==> config.mk <==
export PLATFORM = sky130hd
export DESIGN_NAME = trdb_trace_ctrl
export DESIGN_NICKNAME = d
export VERILOG_FILES = /design/src/rtl/trdb_pkg.sv /design/src/rtl/trdb_resync_cnt.sv /design/src/rtl/trdb_trace_ctrl.sv
export SDC_FILE = /design/constraint.sdc
export NUM_CORES = 1
export LEC_CHECK = 0
export BUFFER_PORTS_ARGS = -buffer_cell sky130_fd_sc_hd__buf_4
export CAP_MARGIN = 15
export CORE_MARGIN = 10
export CORE_UTILIZATION = 38
export CTS_CLUSTER_SIZE = 16
export DETAILED_ROUTE_END_ITERATION = 6
export GPL_ROUTABILITY_DRIVEN = 0
export REMOVE_ABC_BUFFERS = 1
export SYNTH_ARGS = -nofsm -noshare
export SYNTH_HDL_FRONTEND = slang
export SYNTH_SLANG_ARGS = --single-unit
==> constraint.sdc <==
create_clock -name clk_i -period 5.3 [get_ports clk_i]
set_input_delay 0.265 -clock clk_i [delete_from_list [all_inputs] [get_ports clk_i]]
set_output_delay 0.265 -clock clk_i [all_outputs]
set_load 0.05 [all_outputs]
==> src/rtl/trdb_pkg.sv <==
// Shared types for the trace session controller: FSM states and packet kinds
// requested from the packet emitter.
package trdb_pkg;

  typedef enum logic [2:0] {
    ST_IDLE  = 3'd0,
    ST_START = 3'd1,
    ST_RUN   = 3'd2,
    ST_SYNC  = 3'd3,
    ST_DRAIN = 3'd4,
    ST_STOP  = 3'd5
  } trace_ctrl_state_e;

  typedef enum logic [1:0] {
    TPKT_START = 2'd0,
    TPKT_SYNC  = 2'd1,
    TPKT_STOP  = 2'd2
  } trace_pkt_e;

endpackage

==> src/rtl/trdb_resync_cnt.sv <==
// Saturating retired-instruction counter; flags when the next sync packet is due.
// Clear wins over increment; a zero threshold never raises sync_due.
module trdb_resync_cnt #(
  parameter int unsigned RESYNC_W = 16
) (
  input  logic                clk_i,
  input  logic                rst_ni,
  input  logic                i_clr,
  input  logic                i_inc,
  input  logic [RESYNC_W-1:0] i_max,
  output logic                o_sync_due
);

  logic [RESYNC_W-1:0] r_cnt;
  logic [RESYNC_W:0]   w_sum;

  // One extra bit so a saturated count plus this cycle's retire cannot wrap.
  assign w_sum      = {1'b0, r_cnt} + {{RESYNC_W{1'b0}}, i_inc};
  assign o_sync_due = (i_max != '0) && (w_sum >= {1'b0, i_max});

  always_ff @(posedge clk_i or negedge rst_ni) begin
    if (!rst_ni) begin
      r_cnt <= '0;
    end else if (i_clr) begin
      r_cnt <= '0;
    end else if (i_inc && (r_cnt != '1)) begin
      r_cnt <= r_cnt + {{(RESYNC_W-1){1'b0}}, 1'b1};
    end
  end

endmodule

==> src/rtl/trdb_trace_ctrl.sv <==
// Trace session controller: start / run / periodic sync / drain / stop sequencing.
// Packet requests are held until acked; every start is eventually paired with a stop.
module trdb_trace_ctrl
  import trdb_pkg::*;
#(
  parameter int unsigned RESYNC_W     = 16,
  parameter int unsigned DRAIN_CYCLES = 4,
  localparam int unsigned DRAIN_W     = $clog2(DRAIN_CYCLES + 1)
) (
  input  logic                clk_i,
  input  logic                rst_ni,
  input  logic                trace_activated_i,
  input  logic                trace_req_on_i,
  input  logic                trace_req_off_i,
  input  logic                retired_i,
  input  logic [RESYNC_W-1:0] resync_max_i,
  output logic                pkt_req_o,
  output trace_pkt_e          pkt_type_o,
  input  logic                pkt_ack_i,
  output logic                trace_enable_o,
  output logic                clk_en_o,
  output logic                busy_o
);

  trace_ctrl_state_e  r_state, w_state_nxt;
  logic               r_stop_pending;
  logic [DRAIN_W-1:0] r_drain_cnt;
  logic               w_stop, w_sync_due, w_cnt_clr, w_cnt_inc, w_drain_ld;

  // On beats off when both arrive together, so a retrigger keeps the session alive.
  assign w_stop     = ~trace_activated_i | (trace_req_off_i & ~trace_req_on_i);
  assign w_cnt_inc  = retired_i & ((r_state == ST_RUN) | (r_state == ST_SYNC));
  assign w_drain_ld = (w_state_nxt == ST_DRAIN) && (r_state != ST_DRAIN);
  assign clk_en_o   = (r_state != ST_IDLE) | trace_activated_i;

  trdb_resync_cnt #(
    .RESYNC_W (RESYNC_W)
  ) u_resync_cnt (
    .clk_i      (clk_i),
    .rst_ni     (rst_ni),
    .i_clr      (w_cnt_clr),
    .i_inc      (w_cnt_inc),
    .i_max      (resync_max_i),
    .o_sync_due (w_sync_due)
  );

  always_ff @(posedge clk_i or negedge rst_ni) begin
    if (!rst_ni) begin
      r_state <= ST_IDLE;
    end else begin
      r_state <= w_state_nxt;
    end
  end

  always_comb begin
    w_state_nxt    = r_state;
    w_cnt_clr      = 1'b0;
    pkt_req_o      = 1'b0;
    pkt_type_o     = TPKT_START;
    trace_enable_o = 1'b0;
    busy_o         = 1'b1;
    case (r_state)
      ST_IDLE: begin
        busy_o = 1'b0;
        if (trace_activated_i && trace_req_on_i) w_state_nxt = ST_START;
      end
      ST_START: begin
        pkt_req_o = 1'b1;
        if (pkt_ack_i) begin
          w_state_nxt = ST_RUN;
          w_cnt_clr   = 1'b1;
        end
      end
      ST_RUN: begin
        trace_enable_o = 1'b1;
        if (w_stop) begin
          w_state_nxt = ST_DRAIN;
        end else if (w_sync_due) begin
          w_state_nxt = ST_SYNC;
          w_cnt_clr   = 1'b1;
        end
      end
      ST_SYNC: begin
        pkt_req_o      = 1'b1;
        pkt_type_o     = TPKT_SYNC;
        trace_enable_o = 1'b1;
        if (pkt_ack_i) w_state_nxt = (r_stop_pending || w_stop) ? ST_DRAIN : ST_RUN;
      end
      ST_DRAIN: begin
        if (r_drain_cnt == '0) w_state_nxt = ST_STOP;
      end
      ST_STOP: begin
        pkt_req_o  = 1'b1;
        pkt_type_o = TPKT_STOP;
        if (pkt_ack_i) w_state_nxt = ST_IDLE;
      end
      default: begin
        w_state_nxt = ST_IDLE;
        busy_o      = 1'b0;
      end
    endcase
  end

  // A stop seen while the sync packet is outstanding must survive until it is acked.
  always_ff @(posedge clk_i or negedge rst_ni) begin
    if (!rst_ni) begin
      r_stop_pending <= 1'b0;
    end else if ((r_state == ST_STOP) && pkt_ack_i) begin
      r_stop_pending <= 1'b0;
    end else if ((r_state == ST_SYNC) && w_stop) begin
      r_stop_pending <= 1'b1;
    end
  end

  always_ff @(posedge clk_i or negedge rst_ni) begin
    if (!rst_ni) begin
      r_drain_cnt <= '0;
    end else if (w_drain_ld) begin
      r_drain_cnt <= DRAIN_W'(DRAIN_CYCLES - 1);
    end else if ((r_state == ST_DRAIN) && (r_drain_cnt != '0)) begin
      r_drain_cnt <= r_drain_cnt - DRAIN_W'(1);
    end
  end

endmodule

Yosys cells after proc, flatten, opt, wreduce, memory -nomap -nowiden:

Cells that the tools add are included.

* order comparisons: 1
* multiplexer cells: 23
* equality and inequality tests: 8
* bitwise logic cells: 7
* reduce and logical (&&, ||, !) cells: 19
* add/subtract/negate cells: 3

Operators with widths (number)
* $mux 16: 2
* $mux 3: 10
* $pmux 3 s6: 1
* $add 16x1->17: 1
* $ge 17x16->1: 1
* $add 16x1->16 const B: 1
* $ne 16x16->1 const B: 1
* $reduce_bool 16->1: 1
* $eq 3x3->1 const B: 3
* $mux 1: 8
* $logic_and 1x1->1: 7
* $eq 3x2->1 const B: 2
* $logic_not 3->1: 2
* $reduce_bool 2->1: 3
* $reduce_bool 3->1: 2
* $reduce_or 5->1: 1
* $pmux 2 s2: 1
* $eq 3x1->1 const B: 1
* $ne 3x3->1 const B: 1
* $or 1x1->1: 3
* $reduce_or 3->1: 1
* $sub 3x1->3 const B: 1
* $and 1x1->1: 2
* $not 1->1: 2
* 3 further kinds: 3

* bits in registers: 23
* logic and storage cells: 65
* input bits: 23
* output and inout port bits: 6

Logic depth before layout (Yosys ltp):

* depth in word-level cells: 12
* mapped depth: 17
* mapped depth without buffers: 15

Cells and area by module:

Synthesis repeated with hierarchy kept, for this count alone.

* cells, all modules: 246
* area, all modules: 2035.7 µm²

Modules (own cells, without submodules)
* trdb_resync_cnt: seq. area each 400.4 µm², area each 1497.7 µm², cells an instance 183, instances 1
* trdb_trace_ctrl: seq. area each 175.2 µm², area each 538.0 µm², cells an instance 63, instances 1

Worst setup path after synthesis:

No wires, ideal clock.

* path kind: reg-to-reg
* from: register r_state[2]
* to: register r_state[0]
* data required time: 5.161 ns
* setup time: 0.139 ns
* data arrival time: 3.183 ns
* setup slack: 1.978 ns
* clock period less this slack: 3.322 ns
* stages on the path, launching flop included: 16
* path buffers: 1
* cell sequence: dfrtp_1 buf_2 nand3b_4 inv_1 ha_1 ha_1 nand2_1 nor2_1 nand3_1 nor2_1 xor2_1 ha_1 a21o_1 a221oi_2 a31oi_4 or4_1

* longest elaborated chain between the ends: 9
* elaborated cells on any way between the ends: 14
* classes of those cells: 1 x add/sub; 1 x order compare; 5 x eq/ne; 3 x mux; 2 x bitwise; 2 x reduce/logical

RTL lines
* from (decl): RTL line trdb_trace_ctrl.sv:25 `trace_ctrl_state_e r_state, w_state_nxt;`
* from (signal assigned): RTL line trdb_trace_ctrl.sv:51 `r_state <= w_state_nxt;`
* $eq 3x2->1: RTL line trdb_trace_ctrl.sv:32, trdb_trace_ctrl.sv:62
* $or 1x1->1: RTL line trdb_trace_ctrl.sv:32 `assign w_cnt_inc = retired_i & ((r_state == ST_RUN) | (r_state == ST_SYNC));`
* $and 1x1->1: RTL line trdb_trace_ctrl.sv:32
* $add 16x1->17: RTL line trdb_resync_cnt.sv:18 `assign w_sum = {1'b0, r_cnt} + {{RESYNC_W{1'b0}}, i_inc};`
* $ge 17x16->1: RTL line trdb_resync_cnt.sv:19 `assign o_sync_due = (i_max != '0) && (w_sum >= {1'b0, i_max});`
* $logic_and 1x1->1: RTL line trdb_resync_cnt.sv:19
* $mux 3: RTL line trdb_trace_ctrl.sv:78 `end else if (w_sync_due) begin`
* $mux 3: RTL line trdb_trace_ctrl.sv:76 `if (w_stop) begin`
* $pmux 3 s6 (*): RTL line trdb_trace_ctrl.sv:62 `case (r_state)`
* named net w_state_nxt[0]: RTL line trdb_trace_ctrl.sv:25

The timed path passes the listed nets; every way through them passes the cells marked *.
A chain may end at the register's enable or synchronous reset.

Final worst setup path:

* from: register r_state[1]
* to: register r_state[0]

The elaborated chain is that of the path after synthesis.

==> results.sh <==
export IMPL_crit_type="reg -> reg"
export IMPL_timing_final_crit_period_ns=3.72
export IMPL_diodes=0
export IMPL_cp_common_cell="ha_1"
export IMPL_core_area_sq_mm=0.00554
export IMPL_cts_made_buffers=3
export IMPL_start_kind="flip-flop"
export IMPL_synth_most_common_cell="xor2_1"
export IMPL_fin_nets=312
export IMPL_synthAdderAreaFrac_pct=12.0
export IMPL_p_switching_mw=0.268
export IMPL_cpPeakStageDelay_ns=0.59
export IMPL_ant_nets=0
export IMPL_async_reset_ff_share_pct=100
export IMPL_synth_top_family_by_area="simple AND/OR/NAND/NOR gates"
export IMPL_fmax_mhz=269
export IMPL_grt_antenna_before_repair=0
export IMPL_final_area_sq_mm=0.00247
export IMPL_die_area_sq_mm=0.00920
export IMPL_clk_insertion_delay_late_ns=0.27
export IMPL_critical_path_slowest_cell="dfrtp_1"
export IMPL_arrival_ns=3.87
export IMPL_power_density_mw_per_mm2=257
export IMPL_synth_top_area_share_pct=26.3
export IMPL_clkSinkCount=23
export IMPL_slew_viol_final=0
export IMPL_final_util_pct=44.5
export IMPL_crit_path_end_kind="flip-flop"
export IMPL_grt_max_degree=24
export IMPL_switching_share_pct=42.4
export IMPL_start_util_pct=39.5
export IMPL_yosysUniqueCellTypes=51
export IMPL_internal_power_mw=0.365
export IMPL_power_leakage_nw=1.35
export IMPL_r2r_slack_ns=1.58
export IMPL_die_x_um=95.9
export IMPL_dp_hpwl_um=3950
export IMPL_setup_viol=0
export IMPL_synth_xor_area_share_pct=12.0
export IMPL_cp_max_fo=17
export IMPL_cap_violations=0
export IMPL_num_rows=27
export IMPL_io_pins=29
export IMPL_synth_area_mux_share_pct=0.914
export IMPL_synth_simple_gate_area_share_pct=32.2
export IMPL_synth_seq_area_share_pct=26.3
export IMPL_slew_headroom_pct=64.2
export IMPL_clock_path_buffers=2
export IMPL_grt_pass1_vias=1791
export IMPL_cts_tree="done"
export IMPL_grtUsageTotal_pct=11.0
export IMPL_via_per_inst=5.26
export IMPL_cts_htree_levels=1
export IMPL_port_buffers=28
export IMPL_rsz0062_at_grt="no"
export IMPL_hp_class="in -> reg"
export IMPL_drt_pass1_iterations=4
export IMPL_wl_um=4910
export IMPL_die_h_um=95.9
export IMPL_path_cells="nand3b_4, inv_1, ha_1, ha_1, nand2_1, nor2_1, nand3_1, nor2_1, xor2_1, ha_1, a21o_1, a221oi_2, a31oi_4, or4_1"
export IMPL_wl_per_cell_um=14.5
export IMPL_drive_gt1_share_pct=19.1
export IMPL_grt_overflow=0
export IMPL_area_delta_synth_final_pct=12.6
export IMPL_yosys_top_cells_area="dfrtp_1 26%, ha_1 12%, xor2_1 9.6%"
export IMPL_cts_setup_buffers=0
export IMPL_avgSynthCellArea_sq_um=8.87
export IMPL_vias=1783
export IMPL_synth_edf_count=0
export IMPL_synthCells=247
export IMPL_cts_root_buf="clkbuf_8"
export IMPL_finalCritPeriodShare_pct=70.2
export IMPL_ir_worst_vdd_uv=165
export IMPL_grt_pass1_wl_um=8300
export IMPL_final_hold_violation_count=0
export IMPL_synth_common_cells="24 x xor2_1, 23 x dfrtp_1, 23 x inv_1"
export IMPL_finalSetupTns_ns=0
export IMPL_drt_iter0_markers=40
export IMPL_seqPwrFrac_pct=38.8
export IMPL_fin_skew_ns=0.00534
export IMPL_status="complete, no violations"
export IMPL_synth_main_ff_cell="dfrtp_1"
export IMPL_clkSlewWorstSetupHoldPaths_ns=0.08
export IMPL_required_ns=5.45
export IMPL_yosys_warnings=0
export IMPL_synth_seq_cells=23
export IMPL_power_frac_comb_pct=43.7
export IMPL_drc=0
export IMPL_syn_cell_area_sq_mm=0.00219
export IMPL_placed_cell_area_sq_mm=0.00241
export IMPL_synth_compound_area_share_pct=8.97
export IMPL_clock_power_share_pct=17.5
export IMPL_synth_top_area_cell="dfrtp_1"
export IMPL_max_slew_worst_pin_slew_ns=0.533
==> cell families (layout without fill, tap and decap cells) <==
kind of cell / Yosys count / after routing
adder cells (fa/ha/maj): 21 / 21
AO/OA/AOI/OAI: 27 / 27
XOR/XNOR: 30 / 30
multiplexers: 2 / 2
flip-flops: 23 / 23
buffers and inverters: 36 / 56
AND/OR/NAND/NOR: 108 / 108
==> final cells by class <==
type	instances	area, sq um
fill	552	3070
multi-input combinational	188	1450
sequential	23	576
timing repair buffer	29	220
tap	72	90.1
inverter	23	86.3
clock buffer	3	41.3
clock inverter	1	5.00
==> final timing paths <==
path / cells past startpoint / from / end
worst max-delay path: 14 / r_state[1] / r_state[0]
worst min-delay path: 4 / trace_req_on_i / r_state[0]
worst max register to register: 14 / r_state[1] / r_state[0]
worst min register to register: 1 / r_drain_cnt[1] / r_drain_cnt[1]
max in group asynchronous: 2 / rst_ni / u_resync_cnt.r_cnt[7]
min in group asynchronous: 2 / rst_ni / u_resync_cnt.r_cnt[15]
==> layout by cell type (no fill, tap or decap), drive strengths merged, types with 6 or more instances in the layout <==
| cell type | count |
|---|---|
| nand3 | 8 |
| and3b | 14 |
| ha | 21 |
| nor4 | 6 |
| buf | 28 |
| nand4 | 8 |
| nor2 | 20 |
| nand2 | 13 |
| inv | 23 |
| o21ai | 7 |
| nor3 | 13 |
| xnor2 | 6 |
| dfrtp | 23 |
| xor2 | 24 |
==> critical path: cells and delay by family (launching register included) <==
kind                     cells  cell delay [ns]
flip-flops                   1             0.59
buffers and inverters        1             0.09
AND/OR/NAND/NOR              6             1.42
AO/OA/AOI/OAI                3             0.73
XOR/XNOR                     1             0.16
adder cells (fa/ha/maj)      3             0.62
==> state kept, by name, indices dropped and copies added (netlist names) <==
signal and count:
u_resync_cnt.r_cnt 16, r_state 3, r_stop_pending 1, r_drain_cnt 3
==> through the flow <==
stage / hold slack (ns) / setup WS (ns) / power, mW / cells
after floorplan: -0.0306 / 1.96 / 0.438 / 234
after global placement: 0.178 / 1.69 / 0.522 / 334
after detailed placement: 0.179 / 1.55 / 0.525 / 334
after CTS: 0.380 / 1.56 / 0.638 / 339
after global routing: 0.393 / 1.32 / 0.680 / 339
final: 0.372 / 1.58 / 0.633 / 339
==> what timing repair did <==
item                      CTS  global route
resized for setup           0             0
hold buffers                1             0
hold endpoints to repair   23             0
==> power by group through the flow <==
stage / combinational [mW] / sequential [mW] / clock, mW
2_1_floorplan: 0.199 / 0.238 / 0
3_3_place_gp: 0.276 / 0.246 / 0
3_5_place_dp: 0.277 / 0.248 / 0
4_1_cts: 0.279 / 0.244 / 0.115
5_1_grt: 0.307 / 0.251 / 0.122
6_report: 0.277 / 0.246 / 0.110
==> metal layers <==
metal	routed length, um	track usage, %	vias to the layer above
met1	2430	14.7	832
met5	0	0	-
met4	99	5.04	0
li1	-	-	905
met2	2190	16.9	37
met3	185	1.71	9
Note: power is estimated with default switching activity, not from simulation.
